<file path="config.mk">
export PLATFORM = sky130hd
export DESIGN_NAME = sc_io_unit_flat
export DESIGN_NICKNAME = d
export VERILOG_FILES = /design/src/rtl/sc_io_pkg.sv /design/src/rtl/sc_io_unit_if.sv /design/src/rtl/sc_bin2bcd8.sv /design/src/rtl/sc_io_unit.sv /design/src/flat_wrapper.sv
export SDC_FILE = /design/constraint.sdc
export NUM_CORES = 1
export LEC_CHECK = 0
export CORE_MARGIN = 2
export CORE_UTILIZATION = 57
export DETAILED_ROUTE_END_ITERATION = 8
export DONT_BUFFER_PORTS = 1
export PLACE_DENSITY_LB_ADDON = 0.25
export SYNTH_ARGS = -nofsm -noshare
export SYNTH_HDL_FRONTEND = slang
export SYNTH_SLANG_ARGS = --single-unit
export TNS_END_PERCENT = 50
</file>
<file path="constraint.sdc">
create_clock -name clock -period 3.94 [get_ports clock]
set_input_delay 0 -clock clock [delete_from_list [all_inputs] [get_ports clock]]
set_output_delay 0 -clock clock [all_outputs]
set_load 0.005 [all_outputs]
</file>
<file path="src/rtl/sc_io_pkg.sv">
// Shared constants for the single-cycle computer I/O responder: address map,
// seven-segment glyphs, converter state encoding and small helper functions.
package sc_io_pkg;

  localparam logic [7:0] IO_OUT0 = 8'h80;
  localparam logic [7:0] IO_OUT1 = 8'h84;
  localparam logic [7:0] IO_LED  = 8'h88;
  localparam logic [7:0] IO_IN0  = 8'hC0;
  localparam logic [7:0] IO_IN1  = 8'hC4;
  localparam logic [7:0] IO_STAT = 8'hC8;

  // Active-low glyphs, bit0 = segment a
  localparam logic [6:0] SEG_0     = 7'b1000000;
  localparam logic [6:0] SEG_1     = 7'b1111001;
  localparam logic [6:0] SEG_2     = 7'b0100100;
  localparam logic [6:0] SEG_3     = 7'b0110000;
  localparam logic [6:0] SEG_4     = 7'b0011001;
  localparam logic [6:0] SEG_5     = 7'b0010010;
  localparam logic [6:0] SEG_6     = 7'b0000010;
  localparam logic [6:0] SEG_7     = 7'b1111000;
  localparam logic [6:0] SEG_8     = 7'b0000000;
  localparam logic [6:0] SEG_9     = 7'b0010000;
  localparam logic [6:0] SEG_BLANK = 7'b1111111;

  localparam logic [1:0] CVT_IDLE  = 2'd0;
  localparam logic [1:0] CVT_LOAD  = 2'd1;
  localparam logic [1:0] CVT_SHIFT = 2'd2;
  localparam logic [1:0] CVT_DONE  = 2'd3;

  typedef struct packed {
    logic [3:0] hun;
    logic [3:0] ten;
    logic [3:0] one;
  } bcd3_t;

  function automatic logic [6:0] seg7(input logic [3:0] d);
    case (d)
      4'd0:    seg7 = SEG_0;
      4'd1:    seg7 = SEG_1;
      4'd2:    seg7 = SEG_2;
      4'd3:    seg7 = SEG_3;
      4'd4:    seg7 = SEG_4;
      4'd5:    seg7 = SEG_5;
      4'd6:    seg7 = SEG_6;
      4'd7:    seg7 = SEG_7;
      4'd8:    seg7 = SEG_8;
      4'd9:    seg7 = SEG_9;
      default: seg7 = SEG_BLANK;
    endcase
  endfunction

  // One double-dabble step: {bcd[11:0], bin[7:0]} add-3 on digits >= 5, then shift left
  function automatic logic [19:0] dabble_step(input logic [19:0] sr);
    logic [19:0] t;
    t = sr;
    for (int i = 0; i < 3; i++) begin
      t[8+4*i +: 4] = (t[8+4*i +: 4] >= 4'd5) ? t[8+4*i +: 4] + 4'd3 : t[8+4*i +: 4];
    end
    return {t[18:0], 1'b0};
  endfunction

endpackage

</file>
<file path="src/rtl/sc_io_unit_if.sv">
// CPU data-bus view of the I/O window: address, store data/strobe and load data.
interface sc_io_unit_if;
  logic [31:0] addr;
  logic [31:0] datain;
  logic        wmem;
  logic [31:0] io_read_data;

  modport master (output addr, output datain, output wmem, input io_read_data);
  modport slave  (input addr, input datain, input wmem, output io_read_data);
endinterface

</file>
<file path="src/rtl/sc_bin2bcd8.sv">
// Sequential 8-bit binary to 3-digit BCD converter (double-dabble, one shift per cycle).
// A start while busy aborts the running conversion and restarts from LOAD.
module sc_bin2bcd8
  import sc_io_pkg::*;
(
  input  logic        clock,
  input  logic        resetn,
  input  logic        start_i,
  input  logic [7:0]  value_i,
  output logic        busy_o,
  output logic        done_o,
  output bcd3_t       bcd_o
);

  logic [1:0]  state_q, state_d;
  logic [7:0]  val_q, val_d;
  logic [19:0] sr_q, sr_d;
  logic [2:0]  cnt_q, cnt_d;

  // Next-state logic; start overrides every state so stale results are dropped
  always_comb begin
    state_d = state_q;
    val_d   = val_q;
    sr_d    = sr_q;
    cnt_d   = cnt_q;
    if (start_i) begin
      state_d = CVT_LOAD;
      val_d   = value_i;
    end else begin
      case (state_q)
        CVT_IDLE: state_d = CVT_IDLE;
        CVT_LOAD: begin
          sr_d    = {12'd0, val_q};
          cnt_d   = 3'd7;
          state_d = CVT_SHIFT;
        end
        CVT_SHIFT: begin
          sr_d  = dabble_step(sr_q);
          cnt_d = cnt_q - 3'd1;
          if (cnt_q == 3'd0) begin
            state_d = CVT_DONE;
          end else begin
            state_d = CVT_SHIFT;
          end
        end
        CVT_DONE: state_d = CVT_IDLE;
        default:  state_d = CVT_IDLE;
      endcase
    end
  end

  always_ff @(posedge clock or negedge resetn) begin
    if (!resetn) begin
      state_q <= CVT_IDLE;
      val_q   <= 8'd0;
      sr_q    <= 20'd0;
      cnt_q   <= 3'd0;
    end else begin
      state_q <= state_d;
      val_q   <= val_d;
      sr_q    <= sr_d;
      cnt_q   <= cnt_d;
    end
  end

  assign busy_o = (state_q != CVT_IDLE);
  assign done_o = (state_q == CVT_DONE) && !start_i;
  assign bcd_o  = sr_q[19:8];

endmodule

</file>
<file path="src/rtl/sc_io_unit.sv">
// Memory-mapped I/O responder: output/LED registers, debounced inputs with
// sticky change status, and two BCD-driven seven-segment display triplets.
module sc_io_unit
  import sc_io_pkg::*;
#(
  parameter int DEBOUNCE_CYCLES = 4
) (
  input  logic               clock,
  input  logic               resetn,
  sc_io_unit_if.slave        bus,
  input  logic [31:0]        in_port0,
  input  logic [31:0]        in_port1,
  output logic [31:0]        out_port0,
  output logic [31:0]        out_port1,
  output logic               led0,
  output logic               led1,
  output logic               led2,
  output logic               led3,
  output logic [6:0]         hex0,
  output logic [6:0]         hex1,
  output logic [6:0]         hex2,
  output logic [6:0]         hex3,
  output logic [6:0]         hex4,
  output logic [6:0]         hex5
);

  localparam int CW = $clog2(DEBOUNCE_CYCLES + 1);

  logic [7:0]       word_s;
  logic             wr_out0_s, wr_out1_s, wr_led_s, wr_stat_s;
  logic [31:0]      out0_q, out1_q;
  logic [3:0]       led_q;
  logic [1:0]       status_q, status_d, clr_s, chg_s;
  logic [1:0][31:0] raw_s, deb_s;
  logic [2:0][6:0]  hexa_q, hexb_q;
  logic             busy0_s, busy1_s, done0_s, done1_s;
  bcd3_t            bcd0_s, bcd1_s;
  logic [31:0]      rd_s;
  logic             unused_s;

  // Word-aligned decode; every mapped address has bit 7 set, so the data-memory half never matches
  assign word_s    = {bus.addr[7:2], 2'b00};
  assign wr_out0_s = bus.wmem && (word_s == IO_OUT0);
  assign wr_out1_s = bus.wmem && (word_s == IO_OUT1);
  assign wr_led_s  = bus.wmem && (word_s == IO_LED);
  assign wr_stat_s = bus.wmem && (word_s == IO_STAT);

  assign raw_s[0] = in_port0;
  assign raw_s[1] = in_port1;

  for (genvar p = 0; p < 2; p++) begin : g_deb
    logic [31:0]   sync1_q, sync2_q, cand_q, deb_q;
    logic [CW-1:0] cnt_q;
    logic          accept_s;

    assign accept_s = (sync2_q == cand_q) && (cnt_q == CW'(DEBOUNCE_CYCLES - 1));
    assign chg_s[p] = accept_s && (cand_q != deb_q);
    assign deb_s[p] = deb_q;

    // Two-flop synchroniser feeding a candidate/stability counter
    always_ff @(posedge clock or negedge resetn) begin
      if (!resetn) begin
        sync1_q <= 32'd0;
        sync2_q <= 32'd0;
        cand_q  <= 32'd0;
        deb_q   <= 32'd0;
        cnt_q   <= '0;
      end else begin
        sync1_q <= raw_s[p];
        sync2_q <= sync1_q;
        if (sync2_q != cand_q) begin
          cand_q <= sync2_q;
          cnt_q  <= '0;
        end else if (cnt_q != CW'(DEBOUNCE_CYCLES)) begin
          cnt_q <= cnt_q + CW'(1);
          if (accept_s) begin
            deb_q <= cand_q;
          end
        end
      end
    end
  end

  // Sticky change flags: write-1-to-clear, a same-cycle set takes priority
  always_comb begin
    if (wr_stat_s) begin
      clr_s = bus.datain[1:0];
    end else begin
      clr_s = 2'b00;
    end
    status_d = (status_q & ~clr_s) | chg_s;
  end

  sc_bin2bcd8 u_cvt0 (
    .clock   (clock),
    .resetn  (resetn),
    .start_i (wr_out0_s),
    .value_i (bus.datain[7:0]),
    .busy_o  (busy0_s),
    .done_o  (done0_s),
    .bcd_o   (bcd0_s)
  );

  sc_bin2bcd8 u_cvt1 (
    .clock   (clock),
    .resetn  (resetn),
    .start_i (wr_out1_s),
    .value_i (bus.datain[7:0]),
    .busy_o  (busy1_s),
    .done_o  (done1_s),
    .bcd_o   (bcd1_s)
  );

  always_ff @(posedge clock or negedge resetn) begin
    if (!resetn) begin
      out0_q   <= 32'd0;
      out1_q   <= 32'd0;
      led_q    <= 4'd0;
      status_q <= 2'b00;
      hexa_q   <= {SEG_0, SEG_0, SEG_0};
      hexb_q   <= {SEG_0, SEG_0, SEG_0};
    end else begin
      status_q <= status_d;
      if (wr_out0_s) out0_q <= bus.datain;
      if (wr_out1_s) out1_q <= bus.datain;
      if (wr_led_s)  led_q  <= bus.datain[3:0];
      if (done0_s)   hexa_q <= {seg7(bcd0_s.hun), seg7(bcd0_s.ten), seg7(bcd0_s.one)};
      if (done1_s)   hexb_q <= {seg7(bcd1_s.hun), seg7(bcd1_s.ten), seg7(bcd1_s.one)};
    end
  end

  // Load data mux; anything outside the map reads as zero
  always_comb begin
    case (word_s)
      IO_OUT0: rd_s = out0_q;
      IO_OUT1: rd_s = out1_q;
      IO_LED:  rd_s = {28'd0, led_q};
      IO_IN0:  rd_s = deb_s[0];
      IO_IN1:  rd_s = deb_s[1];
      IO_STAT: rd_s = {30'd0, status_q};
      default: rd_s = 32'd0;
    endcase
  end

  assign bus.io_read_data = rd_s;
  assign out_port0 = out0_q;
  assign out_port1 = out1_q;
  assign {led3, led2, led1, led0} = led_q;
  assign {hex2, hex1, hex0} = hexa_q;
  assign {hex5, hex4, hex3} = hexb_q;

  assign unused_s = ^{bus.addr[31:8], bus.addr[1:0], busy0_s, busy1_s};

endmodule
</file>
<file path="src/flat_wrapper.sv">
// flat-port wrapper written by rule: the top's interface ports become plain ports
module sc_io_unit_flat import sc_io_pkg::*;
#(
  parameter int DEBOUNCE_CYCLES = 4
)
  (clock, resetn, in_port0, in_port1, out_port0, out_port1, led0, led1, led2, led3, hex0, hex1, hex2, hex3, hex4, hex5, bus_addr, bus_datain, bus_wmem, bus_io_read_data);
  sc_io_unit_if bus_i ();
  input  logic clock;
  input  logic resetn;
  input  logic [31:0] in_port0;
  input  logic [31:0] in_port1;
  output logic [31:0] out_port0;
  output logic [31:0] out_port1;
  output logic led0;
  output logic led1;
  output logic led2;
  output logic led3;
  output logic [6:0] hex0;
  output logic [6:0] hex1;
  output logic [6:0] hex2;
  output logic [6:0] hex3;
  output logic [6:0] hex4;
  output logic [6:0] hex5;
  input wire logic [$bits(bus_i.addr)-1:0] bus_addr;
  input wire logic [$bits(bus_i.datain)-1:0] bus_datain;
  input wire logic [$bits(bus_i.wmem)-1:0] bus_wmem;
  output wire logic [$bits(bus_i.io_read_data)-1:0] bus_io_read_data;
  assign bus_i.addr = bus_addr;
  assign bus_i.datain = bus_datain;
  assign bus_i.wmem = bus_wmem;
  assign bus_io_read_data = bus_i.io_read_data;
  sc_io_unit #(.DEBOUNCE_CYCLES(DEBOUNCE_CYCLES)) u_core (.clock(clock), .resetn(resetn), .bus(bus_i), .in_port0(in_port0), .in_port1(in_port1), .out_port0(out_port0), .out_port1(out_port1), .led0(led0), .led1(led1), .led2(led2), .led3(led3), .hex0(hex0), .hex1(hex1), .hex2(hex2), .hex3(hex3), .hex4(hex4), .hex5(hex5));
endmodule
</file>
==> metrics.log <==
[metrics] number of remaining DRC errors: 0
[metrics] Syn Nets: 1600
[metrics] die outline height: 180 um
[metrics] total power draw: 9.78 mW
[metrics] total track usage: 23.6%
[metrics] total power per unit cell area: 483 nW/um^2
[metrics] pin count of the biggest net entering global routing: 425
[metrics] Vias/cell: 5.60
[metrics] Synth Register Bits: 424
[metrics] Period minus WS final: 3050 ps
[metrics] violated checks: hold timing
[metrics] TritonCTS Sinks: 424
[metrics] share of layout cells above drive strength 1: 15.7%
[metrics] Critical Path RT: 4390 ps
[metrics] die area: 32600 sq um
[metrics] Core Util, Final: 66.1%
[metrics] post-synthesis average cell area: 12.5 sq um
[metrics] leading cell types in the layout, fill and taps excluded: sky130_fd_sc_hd__dfrtp_1, sky130_fd_sc_hd__mux2_2, sky130_fd_sc_hd__dlygate4sd3_1, sky130_fd_sc_hd__nand2_1, sky130_fd_sc_hd__o21ai_0
[metrics] number of slew-limit violations in the final report: 0
[metrics] number of enable-type register cells in the synthesized netlist: 0
[metrics] total area of multi-input combinational cells: 6410 sq um
[metrics] cell seen most often among critical-path stages: sky130_fd_sc_hd__dlygate4sd3_1
[metrics] worst slew pin tran: 1210 ps
[metrics] area of all sequential standard cells: 10600 sq um
[metrics] sequential share of the synthesized area: 59.8%
[metrics] clock tree from TritonCTS: yes
[metrics] maximum ir drop on the vdd rail: 0.430 mV
[metrics] number of buffers inserted during clock tree synthesis: 44
[metrics] count of input and output buffers: 0
[metrics] buffer levels on the longest clock path: 3
[metrics] # placed instances: 1703
[metrics] total negative setup slack: 0 ps
[metrics] type of the tightest min-delay check: in2async
[metrics] CTS hold repair buffers: 108
[metrics] count of nets left with antenna violations after detail routing: 0
[metrics] number of max-cap violations: 0
[metrics] top flip-flop cell by instance count after synthesis: sky130_fd_sc_hd__dfrtp_1
[metrics] Worst Path Arrival: 3500 ps
[metrics] count of final hold-check violations: 424
[metrics] startpoint of the worst-slack reg-to-reg timing path: u_core.g_deb[1].cand_q[22]
[metrics] floorplan core area: 30600 sq um
[metrics] area overhead of the layout relative to synthesis: 14.0%
[metrics] Total Routed Length: 38.4 mm
[metrics] most frequent standard cell in the layout excluding fill and tap cells: sky130_fd_sc_hd__dfrtp_1
[metrics] maximum net fanout on the critical path: 29
[metrics] Cell variety after synth: 47
[metrics] part of the cycle the worst path needs: 77.4%
[metrics] clk root buf: sky130_fd_sc_hd__clkbuf_16
[metrics] Die W: 180 um
[metrics] outcome: finished, violations left
[metrics] Reg-to-Reg End: u_core.g_deb[1].deb_q[13]
[metrics] category of the worst setup path capture point: flip-flop
[metrics] RSZ-0062 raised after global routing: no
[metrics] total number of vias: 10600
[metrics] via count of the first global-routing pass: 10600
[metrics] total of warnings raised by yosys: 0
[metrics] Min Hold Slack: -834 ps
[metrics] number of antenna violations at the first check in global routing: 1
[metrics] global-route wire length before repair: 60.2 mm
[metrics] H-tree depth: 2
[metrics] final global-route overflow total: 0
[metrics] CP Cell Sequence: dlygate4sd3_1 -> nor4b_4 -> dlygate4sd3_1 -> nand4_4 -> buf_4 -> nand2b_1 -> inv_2 -> and3_1 -> a21oi_1
[metrics] worst-case register-to-register setup slack: 1710 ps
[metrics] Pleak: 9.24 nW
[metrics] Syn Inst Count: 1425
[metrics] last weighted congestion value of the routability-driven placer: 0.828
[metrics] highest clock rate: 328 MHz
[metrics] FILL cells: 2210
[metrics] average wire per cell in the routed design: 20.3 um
[metrics] clock network latency to the later pin of the worst-skew pair: 540 ps
[metrics] effective utilization at floorplan: 58.0%
[metrics] critical path's largest stage delay: 650 ps
[metrics] Critical Path Source Type: input pin
[metrics] clock skew: 9.41 ps
[metrics] Relative slew margins: 19.2%
[metrics] initial DRC count: 611
[metrics] # rows: 64
[metrics] io pins: 273
[metrics] number of cell instances on the worst register-to-register path: 6
[metrics] Slowest cell on crit path: sky130_fd_sc_hd__dlygate4sd3_1
[metrics] start-to-end type of the worst setup path: in2reg
[metrics] Worst-path clk slew: 60 ps
[metrics] net total in the final layout: 1636
[metrics] Async SR Flop Fraction: 100%
[metrics] setup violators final: 0
[metrics] number of buffers added for setup after CTS: 0
[metrics] Cell Area, Synth: 17700 sq um
[metrics] half-perimeter wire length after placement: 25.8 mm
[metrics] first drt pass iteration count: 5
[metrics] final std cells w/o fill: 1890
==> cells in the mapped netlist (all sizes together) (38+ instances only) <==
master | instances | share of area [%]
xnor2 | 78 | 3.9
xor2 | 64 | 3.2
clkbuf | 88 | 1.9
mux2 | 139 | 8.8
ha | 44 | 3.1
buf | 38 | 1.4
a21oi | 42 | 1.2
dfrtp | 418 | 59
o21ai | 113 | 3.2
nand2 | 97 | 2.1
mux2i | 56 | 3.2
inv | 42 | 0.89
==> layout make-up <==
type                    instances  area share, %
clock inverters                18          0.884
multi-input cells             833           31.7
repair buffers                116           5.64
flip-flops and latches        424           52.5
inverters                      42          0.779
clock buffers                  60           6.09
well taps                     396           2.45
diodes                          1         0.0124
==> cells by family (layout without fill, tap and decap cells) <==
kind of cell,count (synthesis),count (layout),share of synthesized area (%)
buffers and inverters,168,236,4.10
adder cells (fa/ha/maj),44,44,3.10
flip-flops,424,424,59.8
AO/OA/AOI/OAI,232,232,7.62
other,0,1,0
multiplexers,195,195,12.0
AND/OR/NAND/NOR,220,220,6.31
XOR/XNOR,142,142,7.01
==> registers in the layout (all words and copies together) (netlist names), 20 cells and up <==
name	count
u_core.g_deb.cand_q	64
u_core.g_deb.deb_q	64
u_core.g_deb.sync1_q	64
u_core.g_deb.sync2_q	64
u_core.out_port0	25
u_core.out_port1	25
u_core.u_cvt0.sr_q	20
u_core.u_cvt1.sr_q	20
==> through the flow <==
step / worst slack [ps] / hold WS (ps) / cell area (sq um)
after detailed placement: 1420 / -288 / 17700
after CTS: 901 / -847 / 20200
final: 889 / -834 / 20200
after floorplan: 2130 / -296 / 17700
after global placement: 1460 / -288 / 17700
after global routing: 683 / -850 / 20200
==> critical path: cells and delay by family <==
family / cells / cell delay (ps)
buffers and inverters: 4 / 1960
and+or+nand+nor: 4 / 1390
AOI/OAI and AO/OA: 1 / 120
==> report_power, final <==
group	leakage (nW)	switching (mW)	internal (mW)
Sequential	5.33	0.296	4.65
Clock	0.701	1.65	2.39
Combinational	3.21	0.395	0.403
Total	9.24	2.34	7.45
==> layer usage <==
layer	global-route usage, %	wire length [um]	share of wire [%]
met5	0	0	0
met4	6.26	894	2.3
met3	5.03	2170	5.6
met2	39.0	18700	49
met1	32.0	16700	43
==> timing repair <==
| action | in CTS | in global routing |
|---|---|---|
| endpoints found under the hold margin | 559 | 424 |
| resized for setup | 0 | 0 |
| setup endpoints to repair | 0 | 0 |
==> worst max-delay path by stage <==
stage,from,endpoint,slack (ps)
final,bus_addr[5],u_core.u_cvt0.cnt_q[0],890
after global routing,bus_addr[5],u_core.u_cvt0.cnt_q[0],680
after CTS,bus_addr[5],u_core.u_cvt0.cnt_q[0],900
after detailed placement,bus_addr[5],u_core.u_cvt0.cnt_q[0],1420
after global placement,bus_addr[5],u_core.u_cvt0.cnt_q[0],1460
after floorplan,u_core.g_deb[0].cand_q[9],u_core.g_deb[0].deb_q[27],2130
(Power assumes the default switching activity.)
